--- src/rtl/imm_gen_pipe.sv ---
// imm_gen_pipe: pipelined RV32I/RV64I immediate generator with valid/ready
// handshaking and a pass-through tag. Results leave in acceptance order.
// Optional feature macro: IMM_GEN_CSR_EN (decode CSR-immediate forms as Z).
module imm_gen_pipe #(
   parameter int XLEN  = 32,
   parameter int DEPTH = 2,
   parameter int TAG_W = 8
) (
   input  logic             clk,
   input  logic             rst,
   input  logic             flush,
   input  logic             in_valid,
   output logic             in_ready,
   input  logic [31:0]      inst_in,
   input  logic [TAG_W-1:0] tag_in,
   output logic             out_valid,
   input  logic             out_ready,
   output logic [XLEN-1:0]  imm_out,
   output logic [2:0]       imm_type,
   output logic             illegal,
   output logic [TAG_W-1:0] tag_out
);

   localparam logic [2:0] TYPE_NONE = 3'd0;
   localparam logic [2:0] TYPE_I    = 3'd1;
   localparam logic [2:0] TYPE_S    = 3'd2;
   localparam logic [2:0] TYPE_B    = 3'd3;
   localparam logic [2:0] TYPE_U    = 3'd4;
   localparam logic [2:0] TYPE_J    = 3'd5;
`ifdef IMM_GEN_CSR_EN
   localparam logic [2:0] TYPE_Z    = 3'd6;
`endif

   logic [31:0]      dec_imm32;
   logic [2:0]       dec_type;
   logic             dec_ill;
   logic             accept;
   logic             take [DEPTH];

   logic             valid_q [DEPTH];
   logic             valid_d [DEPTH];
   logic [XLEN-1:0]  imm_q   [DEPTH];
   logic [XLEN-1:0]  imm_d   [DEPTH];
   logic [2:0]       type_q  [DEPTH];
   logic [2:0]       type_d  [DEPTH];
   logic             ill_q   [DEPTH];
   logic             ill_d   [DEPTH];
   logic [TAG_W-1:0] tag_q   [DEPTH];
   logic [TAG_W-1:0] tag_d   [DEPTH];

   // Decode the immediate of the incoming instruction as a 32-bit value;
   // the Z form has bit 31 clear, so one sign extension serves every format.
   always_comb begin
      dec_imm32 = '0;
      dec_type  = TYPE_NONE;
      dec_ill   = 1'b0;
      case (inst_in[6:0])
         7'b1100111, 7'b0000011, 7'b0010011: begin
            dec_type  = TYPE_I;
            dec_imm32 = {{20{inst_in[31]}}, inst_in[31:20]};
         end
         7'b0100011: begin
            dec_type  = TYPE_S;
            dec_imm32 = {{20{inst_in[31]}}, inst_in[31:25], inst_in[11:7]};
         end
         7'b1100011: begin
            dec_type  = TYPE_B;
            dec_imm32 = {{20{inst_in[31]}}, inst_in[7], inst_in[30:25],
                         inst_in[11:8], 1'b0};
         end
         7'b0110111, 7'b0010111: begin
            dec_type  = TYPE_U;
            dec_imm32 = {inst_in[31:12], 12'b0};
         end
         7'b1101111: begin
            dec_type  = TYPE_J;
            dec_imm32 = {{12{inst_in[31]}}, inst_in[19:12], inst_in[20],
                         inst_in[30:21], 1'b0};
         end
         7'b0110011, 7'b0001111: begin
            dec_type = TYPE_NONE;
         end
         7'b1110011: begin
`ifdef IMM_GEN_CSR_EN
            if (inst_in[14]) begin
               dec_type  = TYPE_Z;
               dec_imm32 = {27'b0, inst_in[19:15]};
            end
`else
            dec_type = TYPE_NONE;
`endif
         end
         default: begin
            dec_ill = 1'b1;
         end
      endcase
   end

   // A stage can take new contents when it, or any stage downstream of it,
   // is empty, or when the consumer drains the last stage (bubbles collapse).
   always_comb begin
      for (int k = 0; k < DEPTH; k++) begin
         take[k] = out_ready;
         for (int j = k; j < DEPTH; j++) begin
            if (!valid_q[j]) take[k] = 1'b1;
         end
      end
   end

   assign in_ready = !rst && !flush && take[0];
   assign accept   = in_valid && in_ready;

   // Next-state for every stage: load from upstream when allowed, else hold.
   always_comb begin
      for (int k = 0; k < DEPTH; k++) begin
         valid_d[k] = valid_q[k];
         imm_d[k]   = imm_q[k];
         type_d[k]  = type_q[k];
         ill_d[k]   = ill_q[k];
         tag_d[k]   = tag_q[k];
      end
      if (take[0]) begin
         valid_d[0] = accept;
         imm_d[0]   = XLEN'($signed(dec_imm32));
         type_d[0]  = dec_type;
         ill_d[0]   = dec_ill;
         tag_d[0]   = tag_in;
      end
      for (int k = 1; k < DEPTH; k++) begin
         if (take[k]) begin
            valid_d[k] = valid_q[k-1];
            imm_d[k]   = imm_q[k-1];
            type_d[k]  = type_q[k-1];
            ill_d[k]   = ill_q[k-1];
            tag_d[k]   = tag_q[k-1];
         end
      end
      if (flush) begin
         for (int k = 0; k < DEPTH; k++) valid_d[k] = 1'b0;
      end
   end

   // Stage registers; reset clears valid bits and data alike.
   always_ff @(posedge clk) begin
      if (rst) begin
         for (int k = 0; k < DEPTH; k++) begin
            valid_q[k] <= 1'b0;
            imm_q[k]   <= '0;
            type_q[k]  <= TYPE_NONE;
            ill_q[k]   <= 1'b0;
            tag_q[k]   <= '0;
         end
      end else begin
         for (int k = 0; k < DEPTH; k++) begin
            valid_q[k] <= valid_d[k];
            imm_q[k]   <= imm_d[k];
            type_q[k]  <= type_d[k];
            ill_q[k]   <= ill_d[k];
            tag_q[k]   <= tag_d[k];
         end
      end
   end

   assign out_valid = valid_q[DEPTH-1];
   assign imm_out   = imm_q[DEPTH-1];
   assign imm_type  = type_q[DEPTH-1];
   assign illegal   = ill_q[DEPTH-1];
   assign tag_out   = tag_q[DEPTH-1];

endmodule

--- config.mk ---
export PLATFORM = sky130hd
export DESIGN_NAME = imm_gen_pipe
export DESIGN_NICKNAME = d
export VERILOG_FILES = /design/src/rtl/imm_gen_pipe.sv
export SDC_FILE = /design/constraint.sdc
export NUM_CORES = 1
export LEC_CHECK = 0
export BUFFER_PORTS_ARGS = -buffer_cell sky130_fd_sc_hd__buf_2
export CORE_MARGIN = 3
export CORE_UTILIZATION = 46
export CTS_BUF_LIST = sky130_fd_sc_hd__clkbuf_8
export CTS_CLUSTER_SIZE = 24
export DETAILED_ROUTE_END_ITERATION = 8
export HOLD_SLACK_MARGIN = 0.08
export PLACE_DENSITY = 0.7
export RECOVER_POWER = 50
export SYNTH_ARGS = -nofsm -noshare
export SYNTH_HDL_FRONTEND = slang
export SYNTH_SLANG_ARGS = --single-unit
export TNS_END_PERCENT = 20
--- constraint.sdc ---
create_clock -name clk -period 2.1 [get_ports clk]
set_input_delay 0 -clock clk [delete_from_list [all_inputs] [get_ports clk]]
set_output_delay 0 -clock clk [all_outputs]
set_load 0.05 [all_outputs]
==> results.yml, run 1 <==
synth:
  synth_top_area_share_pct: 45.4
  yosysWarnings: 0
  synth.avg_cell_area_um2: 7.98
  synth_seq_cells: 90
  synth_area_leaders: "dfxtp_1 45%, nand2_1 13%, a21oi_1 8.8%"
  yosysSeqAreaShare_pct: 45.4
  syn_area_um2: 3970
  syn_nets: 543
  syn_inst: 498
  yosys.area.top_type: "dfxtp_1"
  ys_types: 41
clock_network:
  htree_levels: 3
  cts_tree: "built"
  clockBufferDepth: 2
  clk_pin_slew_worst_paths_ns: 0.10
  clkSinkCount: 90
  clk-insertion-delay-late_ns: 0.36
  cts_made_buffers: 9
  cts-root-buf: "clkbuf_8"
  cts_setup_buffers: 0
placed_design:
  io_buffer_count: 90
  gp_congestion: 0.835
  dp_cells: 623
  dpl_cell_area_um2: 4190
  dp_hpwl_um: 6400
  pre_cts_slack_ns: 0.456
sta:
  finalHoldViolCount: 0
  tightest_slew_ns: 1.06
  fmax_ghz: 0.529
  setup_slack_ns: 0.209
  whs_ns: 0.101
  skew_ns: 0.0140
  setup_tns_ns: 0
  finalCritPeriodShare_pct: 90.0
  finalSetupViolCount: 0
  rsz0062_at_grt: "no"
  fin_crit_ns: 1.89
  slew_headroom_pct: 29.4
  drv_slew: 0
global_routing:
  grt_antenna_before_repair: 0
  grt_usage_pct: 20.1
  grt_max_degree: 45
  grt_pass1_vias: 3375
  overflow: 0
  grt_pass1_wl_um: 16100
layout:
  n_antenna_cell: 0
  final_area_um2: 4680
  layoutNonFillerInstCount: 676
  nets: 611
  fin_util_pct: 56.4
  drive_gt1_share_pct: 14.7
  synthToLayoutAreaGrowth_pct: 17.9
  fill_cells: 784
setup_path:
  start_kind: "flop"
  crit_arrival_ns: 2.20
  slowest_delay_ns: 0.57
  reg2reg_to: "imm_q[0][4]"
  ff2ff_path_depth: 5
  crit_path_top_delay_cell: "dlygate4sd3_1"
  cp.required_ns: 2.41
  crit_chain: "and3b_1 -> buf_4 -> a21oi_1 -> a211oi_1 -> dlygate4sd3_1"
  r2r_start: "valid_q[0][1]"
  worstSetupPathType: "flop to flop"
  setup.worst_path.start: "valid_q[0][1]"
  reg2reg_slack_ns: 0.21
  endpoint_kind: "flop"
  critPathMaxFanout: 23
floorplanning:
  start_util_pct: 47.9
  fp.coreArea_um2: 8300
  dieArea_um2: 9790
  die_w_um: 98.9
  die_h_um: 98.9
  ios: 91
  rows: 33
min_path:
  worstHoldStart: "rst"
  worstHoldPathCells: 2
  holdPathEnd: "imm_q[0][61]"
  hp-class: "input port to flop"
routing:
  firstDrtPassIters: 5
  wire_per_inst_um: 14.2
  drt_iter0_markers: 252
  drcViolationCount: 0
  drt_wl_total_um: 9620
  via_count: 3538
  ant_nets: 0
  drt-vias-per-instance: 5.23
power_and_ir_drop:
  power_mw: 3.14
  power.density_nw_per_um2: 670
  p_leak_nw: 1.73
  vdd_drop_max_mv: 0.287
outcome:
  outcome: "finished, final reports clean"
run:
  cap_violations: 0
-- cells in the final DEF (no fill, tap or decap), types with 10 or more instances in the layout --
cell,netlist,final
dfxtp_1,90,90
o31ai_1,12,12
clkbuf_1,29,46
buf_2,6,45
a21oi_1,70,70
nand2_1,137,137
dlygate4sd3_1,0,37
nor2_1,18,18
buf_4,45,10
clkbuf_8,0,10
-- layer usage --
metal | up-vias | track usage (%) | wire, um
met4 | 0 | 6.72 | 155
li1 | 1793 | - | -
met5 | - | 0 | 0
met2 | 111 | 31.8 | 4510
met1 | 1620 | 27.7 | 4340
met3 | 14 | 3.54 | 613
-- flip-flops by register name (all words and copies together), names as in the netlist --
name / cells
ill_q: 2
imm_q: 64
tag_q: 16
type_q: 6
valid_q: 2
-- how the worst max path moves through the flow --
stage                               to  slack (ns)  cells past startpoint
final                      imm_q[0][4]        0.21                      5
after global routing       imm_q[0][1]         0.1                      5
after CTS                  imm_q[0][1]        0.24                      5
after detailed placement  imm_q[0][24]        0.46                      6
after global placement    imm_q[0][24]        0.55                      6
after floorplan               in_ready        0.41                      4
-- layout make-up --
type | count | area [um^2] | area share, %
clock buffers | 10 | 138 | 2.94
multi-input cells | 322 | 1670 | 35.7
inverters | 3 | 11.3 | 0.240
clock inverters | 6 | 47.5 | 1.01
repair buffers | 140 | 883 | 18.9
flip-flops and latches | 90 | 1800 | 38.5
well taps | 105 | 131 | 2.80
-- synthesized netlist by cell type, drive strengths merged --
master / count
nor3: 5
nand3b: 2
nor2b: 4
a31oi: 1
and3b: 1
xor2: 1
and4b: 1
nor2: 20
or3b: 1
a21oi: 70
and3: 4
or2: 1
o31ai: 12
a211oi: 6
nand4b: 1
o32ai: 1
clkbuf: 29
or3: 1
o41ai: 1
or4: 1
a221oi: 1
nand3: 2
nand2b: 2
nor4bb: 1
a22oi: 8
nor4: 6
buf: 54
o311ai: 6
a2111oi: 7
inv: 3
dfxtp: 90
o21ai: 16
o2bb2ai: 1
nand2: 137
and2: 1
-- cells by family (layout without fill, tap and decap cells) --
family | Yosys count | count (layout) | synth area share (%)
buf+inv | 86 | 159 | 12.9
xor+xnor | 1 | 1 | 0.221
flops | 90 | 90 | 45.4
compound gates | 130 | 130 | 20.3
simple gates | 191 | 191 | 21.2
-- report_power, final --
group          switching (mW)  internal [mW]  leakage (nW)
sequential             0.0121           1.73         0.729
combinational           0.159          0.116         0.909
clock                   0.649          0.475        0.0937
-- what timing repair did --
action	in CTS	in global routing
hold buffers	37	0
gates resized for setup	0	0
endpoints found under the hold margin	44	0
-- critical path: cells and delay by family (launching register included) --
family | cells | cell delay (ns)
simple gates | 1 | 0.23
flops | 1 | 0.42
buf+inv | 2 | 0.86
compound gates | 2 | 0.31
(Power assumes the default switching activity.)
==> inputs of run 2 (changes only) <==
--- a/config.mk
+++ b/config.mk
@@ -6,13 +6,15 @@
 export NUM_CORES = 1
 export LEC_CHECK = 0
 export BUFFER_PORTS_ARGS = -buffer_cell sky130_fd_sc_hd__buf_2
+export CELL_PAD_IN_SITES_DETAIL_PLACEMENT = 0
+export CELL_PAD_IN_SITES_GLOBAL_PLACEMENT = 1
 export CORE_MARGIN = 3
-export CORE_UTILIZATION = 46
+export CORE_UTILIZATION = 44
 export CTS_BUF_LIST = sky130_fd_sc_hd__clkbuf_8
 export CTS_CLUSTER_SIZE = 24
 export DETAILED_ROUTE_END_ITERATION = 8
 export HOLD_SLACK_MARGIN = 0.08
-export PLACE_DENSITY = 0.7
+export PLACE_DENSITY_LB_ADDON = 0.1
 export RECOVER_POWER = 50
 export SYNTH_ARGS = -nofsm -noshare
 export SYNTH_HDL_FRONTEND = slang
==> run 2 against run 1 <==
Net effect:
- sequential power barely moved
- flip-flop and latch count did not move
- fmax fell by 3.4%
- critical endpoint is now valid_q[0][1]
==> results.yml, run 2 (synthesized netlist as in run 1, its figures left out) <==
outcome:
  outcome: "finished, final reports clean"
global_routing:
  overflow: 0
  grt_antenna_before_repair: 0
  grt_usage_pct: 20.0
  grt_max_degree: 39
  grt_pass1_wl_um: 16500
  grt_pass1_vias: 3325
floorplanning:
  rows: 34
  die_h_um: 101
  dieArea_um2: 10200
  ios: 91
  die_w_um: 101
  start_util_pct: 45.3
  fp.coreArea_um2: 8760
sta:
  rsz0062_at_grt: "no"
  fin_crit_ns: 1.96
  finalHoldViolCount: 0
  setup_tns_ns: 0
  fmax_ghz: 0.511
  drv_slew: 0
  slew_headroom_pct: 51.3
  skew_ns: 0.00707
  tightest_slew_ns: 0.731
  finalSetupViolCount: 0
  setup_slack_ns: 0.142
  finalCritPeriodShare_pct: 93.2
setup_path:
  worstSetupPathType: "input port to flop"
  start_kind: "input port"
  crit_arrival_ns: 2.20
  critPathMaxFanout: 38
  cp.required_ns: 2.34
  endpoint_kind: "flop"
routing:
  firstDrtPassIters: 5
  dr.max_layer_used: "met4"
  dr_wl_met3_um: 593
  wl_met1_um: 4960
  wire_per_inst_um: 14.6
  drcViolationCount: 0
  drt_iter0_markers: 126
  route.met2.wl_um: 4340
  via_count: 3534
  ant_nets: 0
  drt_wl_total_um: 9980
  drt-vias-per-instance: 5.17
layout:
  fin_util_pct: 53.6
  mostFrequentLayoutCell: "nand2_1"
  reg.largest.list: "imm_q (64), tag_q (16), type_q (6)"
  largest_register_ff_count: 64
  synthToLayoutAreaGrowth_pct: 18.3
  n_antenna_cell: 0
  drive_gt1_share_pct: 15.1
  layout_common_cells: "137 x nand2_1, 90 x dfxtp_1, 70 x a21oi_1"
  regMostFlops: "imm_q"
  nets: 616
clock_network:
  htree_levels: 3
  clockBufferDepth: 2
  clk-insertion-delay-late_ns: 0.35
  clkSinkCount: 90
  cts-root-buf: "clkbuf_8"
  cts_tree: "built"
  clk_pin_slew_worst_paths_ns: 0.09
  cts_made_buffers: 9
  cts_resized: 0
power_and_ir_drop:
  switching_share_pct: 25.9
  p_comb_share_pct: 8.9
  p_switching_mw: 0.793
  pwr-share-clk_pct: 34.3
  power_mw: 3.06
  p_leak_nw: 1.75
  power.density_nw_per_um2: 652
  vdd_drop_max_mv: 0.279
  p_seq_share_pct: 56.8
  cellInternalPower_mw: 2.27
placed_design:
  gp_congestion: 0.742
  pre_cts_slack_ns: 0.473
  dp_hpwl_um: 6610
  io_buffer_count: 90
min_path:
  hp-class: "input port to flop"
run:
  cap_violations: 0
==> run 2: changes by cell type in the layout (fill, tap and decap cells not counted), sizes merged <==
cell	delta
dlygate4sd3	+1
clkbuf	+1
clkinv	+1
inv	-1
clkinvlp	+1
buf	+2
==> run 2: final cells by class <==
class / instances / area, um^2
multi-input cells: 322 / 1670
fillers: 899 / 4060
flip-flops and latches: 90 / 1800
repair buffers: 145 / 911
clock buffers: 9 / 124
clock inverters: 7 / 46.3
inverters: 3 / 11.3
well taps: 108 / 135
==> run 2: worst paths after layout <==
check	from	end	slack, ns	cells after the start
worst min register to register	imm_q[0][12]	imm_q[0][12]	0.45	2
worst max-delay path	rst	valid_q[0][1]	0.14	6
worst max register to register	valid_q[0][1]	imm_q[0][3]	0.18	5
worst min-delay path	inst_in[6]	type_q[0][0]	0.13	5
==> run 2: worst max-delay path: stages <==
cell	delay (ns)
dlygate4sd3_1	0.52
clkbuf_1	0.19
buf_4	0.41
buf_4	0.41
nor3_1	0.09
dlygate4sd3_1	0.56
==> run 2: repair_timing <==
item                                   4_1_cts  5_1_grt
buffers inserted                             0        2
setup endpoints to repair                    0        1
hold buffers                                38        0
endpoints found under the hold margin       47        0
==> run 2: power by group through the flow <==
stage | logic (mW) | registers, mW | clock network, mW
finish | 0.274 | 1.74 | 1.05
global route | 0.298 | 1.74 | 1.15
CTS | 0.276 | 1.74 | 1.08
detailed placement | 0.228 | 1.78 | 0
global placement | 0.225 | 1.78 | 0
floorplan | 0.146 | 1.78 | 0
==> run 2: stage by stage <==
step / cells / instance area, um^2 / hold slack, ns
global route: 684 / 4700 / 0.148
finish: 684 / 4700 / 0.131
CTS: 682 / 4760 / 0.112
global placement: 628 / 4210 / 0.214
floorplan: 498 / 3980 / 0.0793
detailed placement: 628 / 4210 / 0.217
==> run 2: routing by layer <==
metal	up-vias	GRT usage (%)
li1	1803	-
met1	1620	29.2
met2	100	29.6
met3	11	3.60
met4	0	6.85
met5	-	0
